File: src/rtl/alu_arbiter.sv
// -----------------------------------------------------------------------------
// alu_arbiter
//
// Shares one external, registered ALU between two requesters. Only one
// operation is in flight at a time. The operation runs IDLE -> EXEC -> RESP:
//   IDLE : pick a requester, latch its op/operands on the handshake
//   EXEC : wait ALU_LATENCY edges for the ALU, then capture alu_out
//   RESP : present the result to the owner until it is consumed
// When both requesters are valid on the same cycle, the one that was not
// served last wins, so the two requesters take turns.
//
// States:
//   state | meaning
//   IDLE  | no operation outstanding; grant evaluated every cycle
//   EXEC  | op/operands latched and driving the ALU; latency counter running
//   RESP  | result captured; rsp[owner]_valid held until rsp[owner]_ready
//
// Parameters:
//   WORD_WIDTH  - operand/result width
//   ALU_LATENCY - edges from ALU input change to valid alu_out (1..15)
//
// Ports:
//   clk, rst_n             - clock, asynchronous active-low reset
//   reqN_valid/ready       - request handshake for requester N (ready is
//                            combinational, only in IDLE)
//   reqN_op/a/b            - op code and operands of requester N
//   rspN_valid/ready       - response handshake for requester N
//   rspN_data              - result register (same value on both ports)
//   alu_op/alu_in1/alu_in2 - drive to the shared ALU, from latched registers
//   alu_out                - registered ALU result
//   busy                   - high whenever the FSM is not in IDLE
//   done_count             - completed-operation counter (wraps)
//
// Op codes are passed through to the ALU unchanged; this block never
// interprets them.
// -----------------------------------------------------------------------------
module alu_arbiter #(
  parameter int WORD_WIDTH  = 16,
  parameter int ALU_LATENCY = 1
) (
  input  logic                  clk,
  input  logic                  rst_n,

  input  logic                  req0_valid,
  output logic                  req0_ready,
  input  logic [2:0]            req0_op,
  input  logic [WORD_WIDTH-1:0] req0_a,
  input  logic [WORD_WIDTH-1:0] req0_b,
  output logic                  rsp0_valid,
  input  logic                  rsp0_ready,
  output logic [WORD_WIDTH-1:0] rsp0_data,

  input  logic                  req1_valid,
  output logic                  req1_ready,
  input  logic [2:0]            req1_op,
  input  logic [WORD_WIDTH-1:0] req1_a,
  input  logic [WORD_WIDTH-1:0] req1_b,
  output logic                  rsp1_valid,
  input  logic                  rsp1_ready,
  output logic [WORD_WIDTH-1:0] rsp1_data,

  output logic [2:0]            alu_op,
  output logic [WORD_WIDTH-1:0] alu_in1,
  output logic [WORD_WIDTH-1:0] alu_in2,
  input  logic [WORD_WIDTH-1:0] alu_out,

  output logic                  busy,
  output logic [15:0]           done_count
);

  // The latency counter is 4 bits wide, so anything outside 1..15 would
  // silently truncate; stop elaboration instead.
  generate
    if (ALU_LATENCY < 1 || ALU_LATENCY > 15) begin : g_bad_latency
      $error("alu_arbiter: ALU_LATENCY must be in 1..15");
    end
  endgenerate

  localparam logic [3:0] LAT_LOAD = 4'(ALU_LATENCY);

  typedef enum logic [1:0] {
    IDLE = 2'd0,
    EXEC = 2'd1,
    RESP = 2'd2
  } state_t;

  state_t                state;
  logic                  owner;       // requester that owns the current op
  logic                  last_grant;  // requester served most recently
  logic [3:0]            lat_cnt;
  logic [2:0]            op_q;
  logic [WORD_WIDTH-1:0] a_q;
  logic [WORD_WIDTH-1:0] b_q;
  logic [WORD_WIDTH-1:0] result_q;
  logic [15:0]           done_count_q;
  logic                  busy_q;
  logic                  rsp0_valid_q;
  logic                  rsp1_valid_q;

  logic                  grant0;
  logic                  grant1;
  logic                  accept0;
  logic                  accept1;
  logic                  owner_rsp_ready;

  // Grant is recomputed every IDLE cycle from the current valids, so a
  // requester that drops valid before being accepted leaves no trace.
  // On a tie, last_grant==1 means requester 1 went last, so requester 0 wins.
  always_comb begin
    grant0 = 1'b0;
    grant1 = 1'b0;
    if (state == IDLE) begin
      if (req0_valid && req1_valid) begin
        grant0 = last_grant;
        grant1 = !last_grant;
      end else begin
        grant0 = req0_valid;
        grant1 = req1_valid;
      end
    end
  end

  assign req0_ready = grant0;
  assign req1_ready = grant1;

  assign accept0 = req0_valid && req0_ready;
  assign accept1 = req1_valid && req1_ready;

  assign owner_rsp_ready = owner ? rsp1_ready : rsp0_ready;

  always_ff @(posedge clk or negedge rst_n) begin
    if (!rst_n) begin
      state        <= IDLE;
      owner        <= 1'b0;
      last_grant   <= 1'b1;
      lat_cnt      <= 4'd0;
      op_q         <= 3'd0;
      a_q          <= '0;
      b_q          <= '0;
      result_q     <= '0;
      done_count_q <= 16'd0;
      busy_q       <= 1'b0;
      rsp0_valid_q <= 1'b0;
      rsp1_valid_q <= 1'b0;
    end else begin
      case (state)
        IDLE: begin
          if (accept0 || accept1) begin
            owner   <= accept1;
            op_q    <= accept1 ? req1_op : req0_op;
            a_q     <= accept1 ? req1_a  : req0_a;
            b_q     <= accept1 ? req1_b  : req0_b;
            lat_cnt <= LAT_LOAD;
            busy_q  <= 1'b1;
            state   <= EXEC;
          end
        end

        // The counter reaches zero ALU_LATENCY edges after acceptance, which
        // is exactly when alu_out reflects the latched inputs; capturing on
        // the following edge puts rsp valid at ALU_LATENCY+1 edges.
        EXEC: begin
          if (lat_cnt != 4'd0) begin
            lat_cnt <= lat_cnt - 4'd1;
          end else begin
            result_q     <= alu_out;
            rsp0_valid_q <= !owner;
            rsp1_valid_q <= owner;
            state        <= RESP;
          end
        end

        RESP: begin
          if (owner_rsp_ready) begin
            rsp0_valid_q <= 1'b0;
            rsp1_valid_q <= 1'b0;
            busy_q       <= 1'b0;
            last_grant   <= owner;
            done_count_q <= done_count_q + 16'd1;
            state        <= IDLE;
          end
        end

        default: begin
          rsp0_valid_q <= 1'b0;
          rsp1_valid_q <= 1'b0;
          busy_q       <= 1'b0;
          state        <= IDLE;
        end
      endcase
    end
  end

  // ALU inputs come only from the latched copies so they stay frozen for the
  // whole of EXEC regardless of what the requesters do.
  assign alu_op     = op_q;
  assign alu_in1    = a_q;
  assign alu_in2    = b_q;

  assign rsp0_data  = result_q;
  assign rsp1_data  = result_q;
  assign rsp0_valid = rsp0_valid_q;
  assign rsp1_valid = rsp1_valid_q;
  assign busy       = busy_q;
  assign done_count = done_count_q;

endmodule

File: config.mk
export PLATFORM = sky130hd
export DESIGN_NAME = alu_arbiter
export DESIGN_NICKNAME = d
export VERILOG_FILES = /design/src/rtl/alu_arbiter.sv
export SDC_FILE = /design/constraint.sdc
export NUM_CORES = 1
export LEC_CHECK = 0
export CORE_MARGIN = 1.5
export CORE_UTILIZATION = 35
export DETAILED_ROUTE_END_ITERATION = 16
export DONT_BUFFER_PORTS = 1
export GPL_TIMING_DRIVEN = 0
export PLACE_DENSITY = 0.58
export SLEW_MARGIN = 20
export SYNTH_ARGS = -nofsm -noshare
export SYNTH_HDL_FRONTEND = slang
export SYNTH_SLANG_ARGS = --single-unit
File: constraint.sdc
create_clock -name clk -period 1.8 [get_ports clk]
set_input_delay 0.18 -clock clk [delete_from_list [all_inputs] [get_ports clk]]
set_output_delay 0.18 -clock clk [all_outputs]
set_load 0.1 [all_outputs]
==> results.md <==
- Pin count of the biggest net entering global routing: 79
- Post-route ant nets: 0
- Main area contributors after synthesis: dfrtp_1 54%, a21oi_1 10%, mux2_2 5.7%
- Violated checks: negative hold slack
- DPL Wire Length: 6.35 mm
- Vias: 2,849
- Vias in the first global route: 2,982
- Nets: 523
- Die width: 104 um
- RSZ-0062 raised after global routing: true
- CTS root buffer: clkbuf_8
- Yosys top cell by area: dfrtp_1
- Vias/cell: 5.03
- Worst path required time: 2.02 ns
- Drt total wl: 9.47 mm
- Antenna violations before repair: 0
- Gr usage total: 0.177
- Warnings, synthesis: 0
- CTS hold repair buffers: 52
- CTS tree: done
- Worst Hold Class: in -> async
- Diodes inserted: 0
- Share of layout cells above drive strength 1: 0.263
- Die area: 10,800 um^2
- Fmax: 560 MHz
- Synthesized netlist net count: 455
- Syn_area_per_cell: 9.91 um^2
- Clock skew: 0.0136 ns
- Worst slew pin tran: 0.998 ns
- Fin Setup TNS: 0 ns
- Std cell rows: 36
- Final slew viol count: 0
- Core box area: 9820 um^2
- GP Congestion: 0.777
- Synth Register Bits: 78
- WP data arrival: 2.00 ns
- CP Max Fanout: 5
- Worst hold slack: -0.481 ns
- Crit-path cells: nand4b_1 -> buf_4 -> nor4b_4 -> buf_4 -> nand2_1 -> xnor2_1
- Number of clock sinks: 78
- Crit end category: register
- Clock latency on the worst-skew pair: 0.34 ns
- Critical path startpoint category: register
- Clock period minus worst slack: 1.79 ns
- DR iter-0 viols: 175
- Synthesized instance count: 360
- Pre-CTS setup slack: -0.419 ns
- Initial Util: 0.363
- IO Port Bufs: 0
- Status: finished with violations
- IO Count: 180
- Mapped Area: 3570 um^2
- Slew margin rel.: 0.334
- Sequential element share of the synthesized area: 0.548
- DRC viols: 0
- Setup CP Type: reg -> reg
- Clock slew at reported path FFs: 0.08 ns
- Slowest cell on crit path: dfrtp_4
- MaxCap Viol Count: 0
- Critical Path Max Stage Delay: 0.64 ns
- Distinct cells, synth: 39
- Fillers: 888
- Total grt overflow: 0
- Avg WL per Cell: 16.7 um
- Post-synth top area share: 0.540
- Area delta synth->final: 30.0%
- H-tree Lvls: 3
- Asr flop ratio synth: 1.00
- EDFF count, synth: 0
- Bufs on Longest Clock Path: 2
- Hold Violations, Final: 78
- Total CTS buffers: 9
- Tcrit/Tclk final: 0.993
- # setup viols final: 0
- First-pass GRT wire length: 15.0 mm
- Drt pass-1 iters: 4
- Worst path most repeated cell: buf_4
- Fin worst setup slack: 0.0131 ns
- Die height: 104 um
- Ys flop type: dfrtp_1
## stage by stage
| stage | instance area [um^2] | util | instances |
|---|---|---|---|
| 2_1_floorplan | 3580 | - | 360 |
| 3_3_place_gp | 3750 | 0.382 | 493 |
| 3_5_place_dp | 3750 | 0.382 | 493 |
| 4_1_cts | 4570 | 0.466 | 563 |
| 5_1_grt | 4640 | 0.472 | 566 |
| 6_report | 4640 | 0.472 | 566 |
## synthesized netlist by cell type, types with 4 or more instances
master / instances
a21oi_1: 74
clkbuf_1: 9
nand2_1: 53
nand3_1: 7
mux2_2: 18
buf_2: 6
xor2_1: 7
o21ai_0: 4
xnor2_1: 8
nor2_1: 41
buf_4: 17
dfrtp_1: 77
nor3_1: 4
## per-layer routing
| layer | vias to the layer above | share of wire | GRT usage | wire length (um) |
|---|---|---|---|---|
| li1 | 1331 | - | - | - |
| met3 | 10 | 0.097 | 0.0789 | 920 |
| met1 | 1361 | 0.41 | 0.201 | 3920 |
| met5 | - | 0 | 0 | 0 |
| met2 | 147 | 0.48 | 0.295 | 4530 |
| met4 | 0 | 0.010 | 0.0605 | 95 |
## kinds of logic after synthesis
group | after synthesis | share of synthesized area
and+or+nand+nor | 122 | 0.156
buffers and inverters | 36 | 0.0579
AOI/OAI and AO/OA | 84 | 0.122
DFF | 78 | 0.548
xor gates and xnor gates | 15 | 0.0368
muxes | 22 | 0.0691
adders and majority gates | 3 | 0.0105
## worst paths after layout
path,slack [ns],cells after the start,to,start
setup / recovery,0.01,6,done_count[7],done_count[3]
hold / removal,-0.48,0,rsp0_data[4],rst_n
setup reg to reg,0.01,6,done_count[7],done_count[3]
hold reg to reg,0.54,1,lat_cnt[3],lat_cnt[3]
max in group asynchronous,2.08,0,last_grant,rst_n
min in group clk,0.04,2,alu_in1[11],req1_a[11]
## critical path: cells and delay by family, from the launching register on
kind / cells / cell delay, ns
xor+xnor: 1 / 0.15
buf+inv: 2 / 0.35
flops: 1 / 0.64
simple gates: 3 / 0.51
## area by class of cell
class / instances / area [um^2] / share of cell area
Sequential cell: 78 / 2000 / 0.432
Multi-Input combinational cell: 246 / 1460 / 0.315
Timing Repair Buffer: 59 / 586 / 0.126
Buffer: 31 / 228 / 0.0491
Tap cell: 133 / 166 / 0.0359
Clock buffer: 10 / 138 / 0.0297
Clock inverter: 6 / 37.5 / 0.00809
Inverter: 3 / 18.8 / 0.00405
## repair_timing
action                     in CTS  in global routing
resized for setup              45                 18
gates cloned                    0                  0
hold endpoints to repair      130                 78
buffers inserted                2                  5
pin swaps                       4                  3
setup endpoints to repair      74                 54
## placed cells by master, fill, tap and decap left out, drive strengths merged, types with 4 or more instances in the layout
master / n
nand2: 53
nor3: 5
mux2i: 4
o21ai: 4
xor2: 7
buf: 30
clkbuf: 18
nor2: 42
a21oi: 74
dfrtp: 77
nand3: 8
dlygate4sd3: 52
mux2: 18
xnor2: 8
## sequential cells by signal (all words and copies together) (netlist names)
register / count
alu_in1: 16
alu_in2: 16
alu_op: 3
busy: 1
done_count: 16
last_grant: 1
lat_cnt: 4
owner: 1
rsp0_data: 16
rsp0_valid: 1
rsp1_valid: 1
state: 2
Power is left out: the tool's default activity adds up to more than one toggle a clock period on the data nets, which glitch-free logic cannot reach.
